### src/rtl/fwd_pkg.sv
// Shared definitions for the EX-stage forwarding and hazard unit:
// scoreboard states, select encodings and the select-width helper.
package fwd_pkg;

  typedef enum logic [1:0] {
    MC_IDLE = 2'd0,
    MC_BUSY = 2'd1,
    MC_WB   = 2'd2
  } mc_state_e;

  localparam int FWD_SEL_RF = 0;

  // The multi-cycle result sits one code above the oldest pipeline stage.
  function automatic int fwd_sel_mc(input int nstage);
    return nstage + 1;
  endfunction

  function automatic int sel_w(input int nstage);
    return $clog2(nstage + 2);
  endfunction

endpackage

### src/rtl/fwd_hazard_unit_if.sv
// Operand, write-stage, multi-cycle and result signals of fwd_hazard_unit.
// Inputs are pure levels sampled every cycle; no valid/ready handshake here.
interface fwd_hazard_unit_if #(
  parameter int NSRC   = 2,
  parameter int NSTAGE = 2,
  parameter int AW     = 5,
  parameter int LAT_W  = 6
);
  localparam int SELW = fwd_pkg::sel_w(NSTAGE);

  logic [NSRC*AW-1:0]   src_addr_ex;
  logic [NSRC-1:0]      src_used_ex;
  logic [NSTAGE-1:0]    wr_en_stg;
  logic [NSTAGE*AW-1:0] wr_addr_stg;
  logic [NSTAGE-1:0]    wr_ready_stg;
  logic                 mc_issue;
  logic [AW-1:0]        mc_rd;
  logic [LAT_W-1:0]     mc_lat;
  logic                 mc_kill;
  logic [NSRC*SELW-1:0] fwd_sel;
  logic                 stall_ex;
  logic                 mc_ready;
  logic                 mc_wb_valid;
  logic [1:0]           mc_state;

  modport master (
    output src_addr_ex, src_used_ex, wr_en_stg, wr_addr_stg, wr_ready_stg,
    output mc_issue, mc_rd, mc_lat, mc_kill,
    input  fwd_sel, stall_ex, mc_ready, mc_wb_valid, mc_state
  );

  modport slave (
    input  src_addr_ex, src_used_ex, wr_en_stg, wr_addr_stg, wr_ready_stg,
    input  mc_issue, mc_rd, mc_lat, mc_kill,
    output fwd_sel, stall_ex, mc_ready, mc_wb_valid, mc_state
  );

endinterface

### src/rtl/fwd_match.sv
// Priority match of one source operand against the downstream write stages;
// the youngest (lowest index) matching stage wins.
module fwd_match #(
  parameter int NSTAGE = 2,
  parameter int AW     = 5,
  parameter int SELW   = 2
) (
  input  logic [AW-1:0]        src_addr,
  input  logic [NSTAGE-1:0]    wr_en,
  input  logic [NSTAGE*AW-1:0] wr_addr,
  input  logic [NSTAGE-1:0]    wr_ready,
  output logic [SELW-1:0]      sel,
  output logic                 hit,
  output logic                 not_ready
);

  // Walking from oldest to youngest lets the youngest match overwrite.
  always_comb begin
    sel       = '0;
    hit       = 1'b0;
    not_ready = 1'b0;
    for (int k = NSTAGE - 1; k >= 0; k--) begin
      if (wr_en[k] && (wr_addr[k*AW +: AW] != '0) &&
          (wr_addr[k*AW +: AW] == src_addr)) begin
        sel       = SELW'(k + 1);
        hit       = 1'b1;
        not_ready = !wr_ready[k];
      end
    end
  end

endmodule

### src/rtl/fwd_hazard_unit.sv
// EX-stage operand forwarding, load-use stall and multi-cycle scoreboard.
// Optional build macro FWD_STALL_CNT_EN adds a saturating stall_cnt output.
module fwd_hazard_unit
  import fwd_pkg::*;
#(
  parameter int NSRC   = 2,
  parameter int NSTAGE = 2,
  parameter int AW     = 5,
  parameter int LAT_W  = 6
) (
  input  logic              clk,
  input  logic              rst,
  fwd_hazard_unit_if.slave  bus
`ifdef FWD_STALL_CNT_EN
  ,
  output logic [31:0]       stall_cnt
`endif
);

  localparam int              SELW   = sel_w(NSTAGE);
  localparam logic [SELW-1:0] SEL_RF = SELW'(FWD_SEL_RF);
  localparam logic [SELW-1:0] SEL_MC = SELW'(fwd_sel_mc(NSTAGE));
  localparam logic [1:0]      S_IDLE = MC_IDLE;
  localparam logic [1:0]      S_BUSY = MC_BUSY;
  localparam logic [1:0]      S_WB   = MC_WB;

  logic [1:0]       state_q, state_d;
  logic [LAT_W-1:0] cnt_q, cnt_d;
  logic [AW-1:0]    mc_rd_q, mc_rd_d;

  logic [NSRC*SELW-1:0] stage_sel;
  logic [NSRC-1:0]      stage_hit;
  logic [NSRC-1:0]      stage_nr;
  logic [NSRC-1:0]      op_mc_hit;
  logic [NSRC-1:0]      op_stall;
  logic [NSRC*SELW-1:0] fwd_sel_c;
  logic                 stall_c;

  for (genvar i = 0; i < NSRC; i++) begin : g_op
    fwd_match #(
      .NSTAGE (NSTAGE),
      .AW     (AW),
      .SELW   (SELW)
    ) u_match (
      .src_addr  (bus.src_addr_ex[i*AW +: AW]),
      .wr_en     (bus.wr_en_stg),
      .wr_addr   (bus.wr_addr_stg),
      .wr_ready  (bus.wr_ready_stg),
      .sel       (stage_sel[i*SELW +: SELW]),
      .hit       (stage_hit[i]),
      .not_ready (stage_nr[i])
    );

    // x0 is never a real dependency, even if the divider targets it.
    assign op_mc_hit[i] = bus.src_used_ex[i] && (mc_rd_q != '0) &&
                          (bus.src_addr_ex[i*AW +: AW] == mc_rd_q);

    assign op_stall[i] = (bus.src_used_ex[i] && stage_hit[i] && stage_nr[i]) ||
                         (op_mc_hit[i] && (state_q == S_BUSY));

    // Pipeline stages are younger than the multi-cycle result, so they win.
    assign fwd_sel_c[i*SELW +: SELW] =
      stage_hit[i]                         ? stage_sel[i*SELW +: SELW] :
      (op_mc_hit[i] && (state_q == S_WB))  ? SEL_MC : SEL_RF;
  end

  assign stall_c         = |op_stall;
  assign bus.fwd_sel     = fwd_sel_c;
  assign bus.stall_ex    = stall_c;
  assign bus.mc_ready    = (state_q == S_IDLE) || (state_q == S_WB);
  assign bus.mc_wb_valid = (state_q == S_WB);
  assign bus.mc_state    = state_q;

  always_comb begin
    state_d = state_q;
    cnt_d   = cnt_q;
    mc_rd_d = mc_rd_q;
    case (state_q)
      S_IDLE, S_WB: begin
        if (bus.mc_issue) begin
          state_d = S_BUSY;
          mc_rd_d = bus.mc_rd;
          cnt_d   = (bus.mc_lat == '0) ? LAT_W'(1) : bus.mc_lat;
        end else begin
          state_d = S_IDLE;
        end
      end
      S_BUSY: begin
        if (cnt_q != '0) cnt_d = cnt_q - LAT_W'(1);
        if (cnt_q <= LAT_W'(1)) state_d = S_WB;
      end
      default: begin
        state_d = S_IDLE;
        cnt_d   = '0;
      end
    endcase
    // A flush overrides everything, including a same-cycle issue.
    if (bus.mc_kill) begin
      state_d = S_IDLE;
      cnt_d   = '0;
    end
  end

  always_ff @(posedge clk or posedge rst) begin
    if (rst) begin
      state_q <= S_IDLE;
      cnt_q   <= '0;
      mc_rd_q <= '0;
    end else begin
      state_q <= state_d;
      cnt_q   <= cnt_d;
      mc_rd_q <= mc_rd_d;
    end
  end

`ifdef FWD_STALL_CNT_EN
  logic [31:0] stall_cnt_q, stall_cnt_d;

  always_comb begin
    stall_cnt_d = stall_cnt_q;
    if (stall_c && (stall_cnt_q != 32'hFFFF_FFFF)) stall_cnt_d = stall_cnt_q + 32'd1;
  end

  always_ff @(posedge clk or posedge rst) begin
    if (rst) stall_cnt_q <= '0;
    else     stall_cnt_q <= stall_cnt_d;
  end

  assign stall_cnt = stall_cnt_q;
`endif

endmodule

### src/flat_wrapper.sv
// flat-port wrapper written by rule: the top's interface ports become plain ports
module fwd_hazard_unit_flat import fwd_pkg::*;
#(
  parameter int NSRC   = 2,
  parameter int NSTAGE = 2,
  parameter int AW     = 5,
  parameter int LAT_W  = 6
)
  (clk, rst, bus_src_addr_ex, bus_src_used_ex, bus_wr_en_stg, bus_wr_addr_stg, bus_wr_ready_stg, bus_mc_issue, bus_mc_rd, bus_mc_lat, bus_mc_kill, bus_fwd_sel, bus_stall_ex, bus_mc_ready, bus_mc_wb_valid, bus_mc_state);
  fwd_hazard_unit_if #(.NSRC(NSRC), .NSTAGE(NSTAGE), .AW(AW), .LAT_W(LAT_W)) bus_i ();
  input  logic clk;
  input  logic rst;
  input wire logic [$bits(bus_i.src_addr_ex)-1:0] bus_src_addr_ex;
  input wire logic [$bits(bus_i.src_used_ex)-1:0] bus_src_used_ex;
  input wire logic [$bits(bus_i.wr_en_stg)-1:0] bus_wr_en_stg;
  input wire logic [$bits(bus_i.wr_addr_stg)-1:0] bus_wr_addr_stg;
  input wire logic [$bits(bus_i.wr_ready_stg)-1:0] bus_wr_ready_stg;
  input wire logic [$bits(bus_i.mc_issue)-1:0] bus_mc_issue;
  input wire logic [$bits(bus_i.mc_rd)-1:0] bus_mc_rd;
  input wire logic [$bits(bus_i.mc_lat)-1:0] bus_mc_lat;
  input wire logic [$bits(bus_i.mc_kill)-1:0] bus_mc_kill;
  output wire logic [$bits(bus_i.fwd_sel)-1:0] bus_fwd_sel;
  output wire logic [$bits(bus_i.stall_ex)-1:0] bus_stall_ex;
  output wire logic [$bits(bus_i.mc_ready)-1:0] bus_mc_ready;
  output wire logic [$bits(bus_i.mc_wb_valid)-1:0] bus_mc_wb_valid;
  output wire logic [$bits(bus_i.mc_state)-1:0] bus_mc_state;
  assign bus_i.src_addr_ex = bus_src_addr_ex;
  assign bus_i.src_used_ex = bus_src_used_ex;
  assign bus_i.wr_en_stg = bus_wr_en_stg;
  assign bus_i.wr_addr_stg = bus_wr_addr_stg;
  assign bus_i.wr_ready_stg = bus_wr_ready_stg;
  assign bus_i.mc_issue = bus_mc_issue;
  assign bus_i.mc_rd = bus_mc_rd;
  assign bus_i.mc_lat = bus_mc_lat;
  assign bus_i.mc_kill = bus_mc_kill;
  assign bus_fwd_sel = bus_i.fwd_sel;
  assign bus_stall_ex = bus_i.stall_ex;
  assign bus_mc_ready = bus_i.mc_ready;
  assign bus_mc_wb_valid = bus_i.mc_wb_valid;
  assign bus_mc_state = bus_i.mc_state;
  fwd_hazard_unit #(.NSRC(NSRC), .NSTAGE(NSTAGE), .AW(AW), .LAT_W(LAT_W)) u_core (.clk(clk), .rst(rst), .bus(bus_i));
endmodule
### config.mk
export PLATFORM = sky130hd
export DESIGN_NAME = fwd_hazard_unit_flat
export DESIGN_NICKNAME = d
export VERILOG_FILES = /design/src/rtl/fwd_pkg.sv /design/src/rtl/fwd_hazard_unit_if.sv /design/src/rtl/fwd_match.sv /design/src/rtl/fwd_hazard_unit.sv /design/src/flat_wrapper.sv
export SDC_FILE = /design/constraint.sdc
export NUM_CORES = 1
export LEC_CHECK = 0
export CAP_MARGIN = 40
export CORE_ASPECT_RATIO = 0.8
export CORE_MARGIN = 10
export CORE_UTILIZATION = 42
export CTS_CLUSTER_DIAMETER = 200
export DETAILED_ROUTE_END_ITERATION = 7
export GPL_TIMING_DRIVEN = 0
export PLACE_DENSITY_LB_ADDON = 0.3
export SYNTH_ARGS = -nofsm -noshare
export SYNTH_HDL_FRONTEND = slang
export SYNTH_SLANG_ARGS = --single-unit
### constraint.sdc
create_clock -name clk -period 3 [get_ports clk]
set_clock_uncertainty 0.05 [all_clocks]
set_input_delay 0.6 -clock clk [delete_from_list [all_inputs] [get_ports clk]]
set_output_delay 0.6 -clock clk [all_outputs]
set_load 0.01 [all_outputs]
==> metrics.cfg <==
[logic_synthesis]
yosysTopAreaCellShare_pct = 27.6
ys_top_cells_by_count = xnor2_1, dfrtp_1, xor2_1, o21ai_0, nor2_1
yosys_register_bits = 13
syn_avg_cell_area_um2 = 8.54
yosys_warnings = 0
synth.distinct_cells = 32
synth.largest_area_cell = dfrtp_1
seq_area_frac_synth_pct = 27.6
synthTopCellsByArea = dfrtp_1, xnor2_1, xor2_1, mux2_2, o21ai_0
synth.net_count = 181
synth_edf_count = 0
synth_cells = 138
synth_ff_type = dfrtp_1
synthMostInstantiatedCell = xnor2_1
synthArstFlopShare_pct = 100
syn_area_um2 = 1180

[global_route]
grt_usage_pct = 14.3
grt_max_degree = 14
globalRoute.totalOverflow = 0
grt_first_pass_wirelength_um = 6150
grt_antenna_before_repair = 0
grt_pass1_vias = 1262

[critical_path]
slowest_delay_ps = 520
crit_chain = dlygate4sd2_1 -> xor2_1 -> or4_4 -> or4b_4 -> nand4_1 -> buf_2
crit_type = input pin to output port
worstSetupStartpointType = input pin
r2r-start = u_core.bus.mc_state[0]$_DFFE_PP0P_
ff2ff_setup_slack_ps = 1000
slowest_stage = or4b_4
critPathTopFamily = simple AND/OR/NAND/NOR gates
cp.arrival_ps = 2290
ff2ff_path_depth = 6
crit_fanout = 3
cp.required_ps = 2350
reg2reg_to = u_core.cnt_q[3]$_DFFE_PP0P_
cp_num_cells = 6
end_kind = output port
critical_path_buf_inv_count = 2

[floorplanning]
dieArea_um2 = 5340
start_util_pct = 43.3
io_pins = 50
die_x_um = 79.2
row_count = 17
chipHeight_um = 67.4
core_region_area_um2 = 2720

[run_status]
status = finished, final reports clean

[route]
drtAntennaViolNets = 0
avgViaCountPerCell = 5.40
wl_per_cell_um = 16.5
detail_route.iter0.violations = 137
routed_wl_um = 3840
dr.pass1.iters = 4
route.vias.total = 1259
drc_errors = 0

[final_layout]
diodes = 0
area_delta_synth_final_pct = 51.1
final_cell_area_um2 = 1780
drive_gt1_share_pct = 20.0
finalCoreUtilization_pct = 65.4
nets = 239

[clocking]
cts_buffers = 3
cts_buffer_depth = 2
h-tree-depth = 1
clkSinkCount = 13
root_buffer = clkbuf_4
path_clk_slew_ps = 80
cts-hold-fix-buffers = 0
cts_tree = yes
clk_latency_ps = 280

[timing]
setup_slack_ps = 57.9
setup_tns_ps = 0
slew_viol_final = 0
hold_viol_final = 0
setup_viol = 0
min_period_over_period_pct = 98.1
worstMarginPinSlew_ps = 690
layout_min_cycle_time_ps = 2940
fmax_ghz = 0.340
relSlewSlack_pct = 53.8

[pwr]
p_clk_share_pct = 18.3
switching_power_w = 0.000220
ir_drop_uv = 235
p_seq_share_pct = 37.8
p_comb_share_pct = 43.9
finalPower_w = 0.000602
p_int_w = 0.000383
powerDensity_nw_per_um2 = 338
p_leak_nw = 0.752
p_sw_share_pct = 36.4

[placed_design]
pre_cts_ws_ps = -756
dp_hpwl_um = 3210
dpl_cell_area_um2 = 1710
port_buffers = 48
place_congestion = 0.911

[flow_run]
timing.max_cap.violations = 0

[min_path]
hold_start = u_core.cnt_q[5]$_DFFE_PP0P_
worstHoldPathCells = 2
worstHoldPathType = flop to flop
worstHoldEndpoint = u_core.cnt_q[5]$_DFFE_PP0P_

==> worst min-delay path, cell delays in order, from the launching register on <==
cell and delay (ps):
dfrtp_1 410, nand2_1 70, a21oi_1 50
==> power groups by stage <==
stage | clock [W] | sequential, W | combinational, W
5_1_grt | 0.000123 | 0.000233 | 0.000292
4_1_cts | 0.000114 | 0.000228 | 0.000259
3_5_place_dp | 0 | 0.000232 | 0.000256
2_1_floorplan | 0 | 0.000225 | 0.000149
6_report | 0.000110 | 0.000228 | 0.000264
3_3_place_gp | 0 | 0.000229 | 0.000248
==> state kept, by name (all words and copies together) (netlist names) <==
name and cells:
u_core.cnt_q 6, u_core.mc_rd_q 5, u_core.bus.mc_state 2
==> logic make-up after synthesis <==
kind of cell / count (synthesis) / share of synthesized area, %
compound gates: 27 / 14.8
xor+xnor: 31 / 23.0
fa+ha+maj: 2 / 2.12
buf+inv: 8 / 2.55
flops: 13 / 27.6
mux: 6 / 5.63
simple gates: 51 / 24.3
==> layout make-up <==
type,count,area [um2]
Fill cell,252,942
Multi-Input combinational cell,117,897
Timing Repair Buffer,53,453
Sequential cell,13,325
Tap cell,38,47.5
Clock buffer,3,22.5
Inverter,5,18.8
Buffer,3,11.3
Clock inverter,1,5.00
==> repair_timing <==
action / 4_1_cts / 5_1_grt
cloned: 0 / 0
buffers inserted: 1 / 4
resized for setup: 36 / 31
pin swaps: 5 / 9
endpoints found under the setup margin: 5 / 2
==> stage by stage <==
stage               hold WS, ps  cells
CTS                         521    229
floorplan                   427    138
global route                586    233
global placement            500    224
finish                      524    233
detailed placement          510    224
==> worst max-delay path by stage <==
stage / startpoint / to / slack, ps
after floorplan: bus_wr_addr_stg[1] / bus_stall_ex / 380
after global placement: bus_src_addr_ex[5] / bus_stall_ex / -710
after detailed placement: bus_src_addr_ex[8] / bus_stall_ex / -760
after CTS: bus_src_addr_ex[8] / bus_stall_ex / -100
after global routing: bus_src_addr_ex[9] / bus_stall_ex / -8
final: bus_wr_addr_stg[6] / bus_stall_ex / 60
==> layer usage <==
metal  vias to the layer above  share of wire [%]  global-route usage, %  routed length [um]
li1                        611                  -                      -                   -
met1                       595                 40                   17.3                1530
met2                        49                 52                   25.0                2020
met3                         4                7.1                   4.77                 273
met4                         0               0.44                   1.56                  17
met5                         -                  0                      0                   0
==> layout by cell type, fill, tap and decap left out, types with 3 or more instances in the layout <==
cell type        synthesis  final
nor4_1                   6      3
o21ai_0                  9      9
clkdlybuf4s50_1          0     21
nor3_1                   3      3
or4_4                    1      4
dlygate4sd2_1            0     12
nand3_1                  6      6
buf_2                    0      4
a21oi_1                  6      6
mux2_2                   5      5
nor2_1                   8      8
inv_1                    5      5
xor2_1                  10     10
nand4_1                  3      3
xnor2_1                 21     19
clkbuf_2                 0      7
nor2b_1                  6      6
buf_4                    0      5
clkbuf_4                 0      3
nand2_1                  7      7
dfrtp_1                 13     13
No activity file was read; power rests on OpenSTA's default activity.
==> RTL edit, RTL diff (same flow settings) <==
`NSTAGE` is set to 2 in 4 places; all go to 1.
--- a/src/rtl/fwd_hazard_unit_if.sv
+++ b/src/rtl/fwd_hazard_unit_if.sv
@@ -2,7 +2,7 @@
 // Inputs are pure levels sampled every cycle; no valid/ready handshake here.
 interface fwd_hazard_unit_if #(
   parameter int NSRC   = 2,
-  parameter int NSTAGE = 2,
+  parameter int NSTAGE = 1,
   parameter int AW     = 5,
   parameter int LAT_W  = 6
 );
--- a/src/rtl/fwd_match.sv
+++ b/src/rtl/fwd_match.sv
@@ -1,7 +1,7 @@
 // Priority match of one source operand against the downstream write stages;
 // the youngest (lowest index) matching stage wins.
 module fwd_match #(
-  parameter int NSTAGE = 2,
+  parameter int NSTAGE = 1,
   parameter int AW     = 5,
   parameter int SELW   = 2
 ) (
--- a/src/rtl/fwd_hazard_unit.sv
+++ b/src/rtl/fwd_hazard_unit.sv
@@ -4,7 +4,7 @@
   import fwd_pkg::*;
 #(
   parameter int NSRC   = 2,
-  parameter int NSTAGE = 2,
+  parameter int NSTAGE = 1,
   parameter int AW     = 5,
   parameter int LAT_W  = 6
 ) (
--- a/src/flat_wrapper.sv
+++ b/src/flat_wrapper.sv
@@ -2,7 +2,7 @@
 module fwd_hazard_unit_flat import fwd_pkg::*;
 #(
   parameter int NSRC   = 2,
-  parameter int NSTAGE = 2,
+  parameter int NSTAGE = 1,
   parameter int AW     = 5,
   parameter int LAT_W  = 6
 )
Ports: changed (resized bus_wr_addr_stg, bus_wr_en_stg and bus_wr_ready_stg); port bits go from 50 to 43. No check against the original RTL was run, so the function may have changed too.
==> RTL edit against the unedited design <==
Total power is 5.6% lower; sequential cell count is the same; final cell count down 21%; design area shrank 16%; worst setup slack improved by 0.0066 ns; wire length is 20% lower; area after synthesis is 14% lower; utilization rose by 1.7 points; largest cell class unchanged; die area decreased by 10%.
==> RTL edit: results <==
metrics = {
    "place": {
        "gp_congestion": 0.937,
        "place_hpwl_um": 2640,
        "placed_cells": 180,
        "dpl-instance-area_sq_mm": 0.00146,
    },
    "critical_path": {
        "critPathSlowestCell": "or4_4",
        "rrSetupSlack_ns": 1.10,
        "reg2reg_depth": 7,
        "r2r-start": "u_core.cnt_q[0]",
    },
    "power": {
        "peakVddDrop_uv": 286,
    },
    "yosys": {
        "yosys-top-cells-area": "dfrtp_1 (32%), xnor2_1 (12%), xor2_1 (6.9%), mux2_2 (5.5%), nor2_1 (4.8%)",
        "avgSynthCellArea_sq_um": 8.92,
        "synth-seq-area-share_pct": 32.0,
        "mappedNetlistNets": 150,
        "yosys-top-cells-count": "xnor2_1 (14), dfrtp_1 (13), nor2_1 (13)",
        "synth_warnings": 0,
        "synth_cell_type_count": 35,
    },
    "hold_path": {
        "min_to": "u_core.cnt_q[3]",
        "hold_start": "u_core.cnt_q[3]",
    },
    "drt": {
        "wl_um": 3060,
        "postRouteAntennaNets": 0,
        "drt_iter0_drc": 65,
        "vias": 1016,
    },
    "grt": {
        "grt_pass1_vias": 1023,
        "grt_first_pass_wirelength_um": 5040,
        "groute.usage.overall_pct": 13.0,
        "grt_max_degree": 14,
    },
    "timing": {
        "holdWs_ns": 0.561,
        "maxSlewHeadroom_pct": 66.7,
    },
    "layout": {
        "num-fill-cells": 186,
        "drive_gt1_share_pct": 12.6,
    },
    "clocking": {
        "ctsLongestPathBuffers": 2,
    },
    "run_status": {
        "status": "finished clean",
    },
}
==> RTL edit: timing repair <==
item | in CTS | in global routing
hold endpoints to repair | 0 | 0
setup endpoints to repair | 5 | 3
resized for setup | 7 | 8
pin swaps | 0 | 1
==> RTL edit: cells by family (layout without fill, tap and decap cells) <==
kind of cell | after synthesis | after routing | synth area share (%)
flip-flops | 13 | 13 | 32.0
AND/OR/NAND/NOR | 42 | 42 | 23.5
AO/OA/AOI/OAI | 20 | 20 | 13.0
multiplexers | 5 | 5 | 5.53
XOR/XNOR | 22 | 22 | 18.9
adder cells (fa/ha/maj) | 2 | 2 | 2.46
buffers and inverters | 10 | 55 | 4.55
==> RTL edit: where the power goes <==
part | leakage (nW) | internal (mW) | switching, mW
clock | 0.0177 | 0.0496 | 0.0625
sequential | 0.164 | 0.198 | 0.0307
combinational | 0.437 | 0.123 | 0.105
==> RTL edit: routing by layer <==
layer	GRT usage, %	routed length (um)	vias to the layer above
li1	-	-	494
met4	0.708	8	0
met5	0	0	-
met3	5.09	307	2
met2	20.4	1530	42
met1	17.1	1210	478
==> RTL edit: layout make-up <==
class	instances	area [sq um]	area share [%]
tap	25	31.3	2.09
clock buffer	3	22.5	1.50
multi-input combinational	91	667	44.5
inverter	5	18.8	1.25
buffer	5	27.5	1.84
clock inverter	1	5.00	0.334
timing repair buffer	41	402	26.8
sequential	13	325	21.7
==> RTL edit: worst max path at each step <==
stage	start	endpoint	slack [ns]
after detailed placement	bus_wr_addr_stg[2]	bus_stall_ex	-0.24
after floorplan	bus_wr_addr_stg[0]	bus_fwd_sel[1]	0.80
after global placement	bus_wr_addr_stg[0]	bus_fwd_sel[1]	-0.23
after global routing	bus_wr_addr_stg[2]	bus_stall_ex	-0.02
after CTS	bus_wr_addr_stg[0]	bus_fwd_sel[1]	0.02
final	bus_wr_addr_stg[2]	bus_stall_ex	0.06
==> RTL edit: worst max-delay path, delay by kind of cell <==
kind	cells	cell delay, ns
buffers and inverters	2	0.77
and+or+nand+nor	5	0.92
==> RTL edit: per-stage QoR <==
stage          setup TNS (ns)  setup WS, ns  utilization [%]
2_1_floorplan               0         0.797                -
3_3_place_gp            -1.03        -0.227             65.3
3_5_place_dp            -1.07        -0.236             65.3
4_1_cts                     0        0.0156             66.8
5_1_grt               -0.0215       -0.0215             67.1
6_report                    0        0.0645             67.1
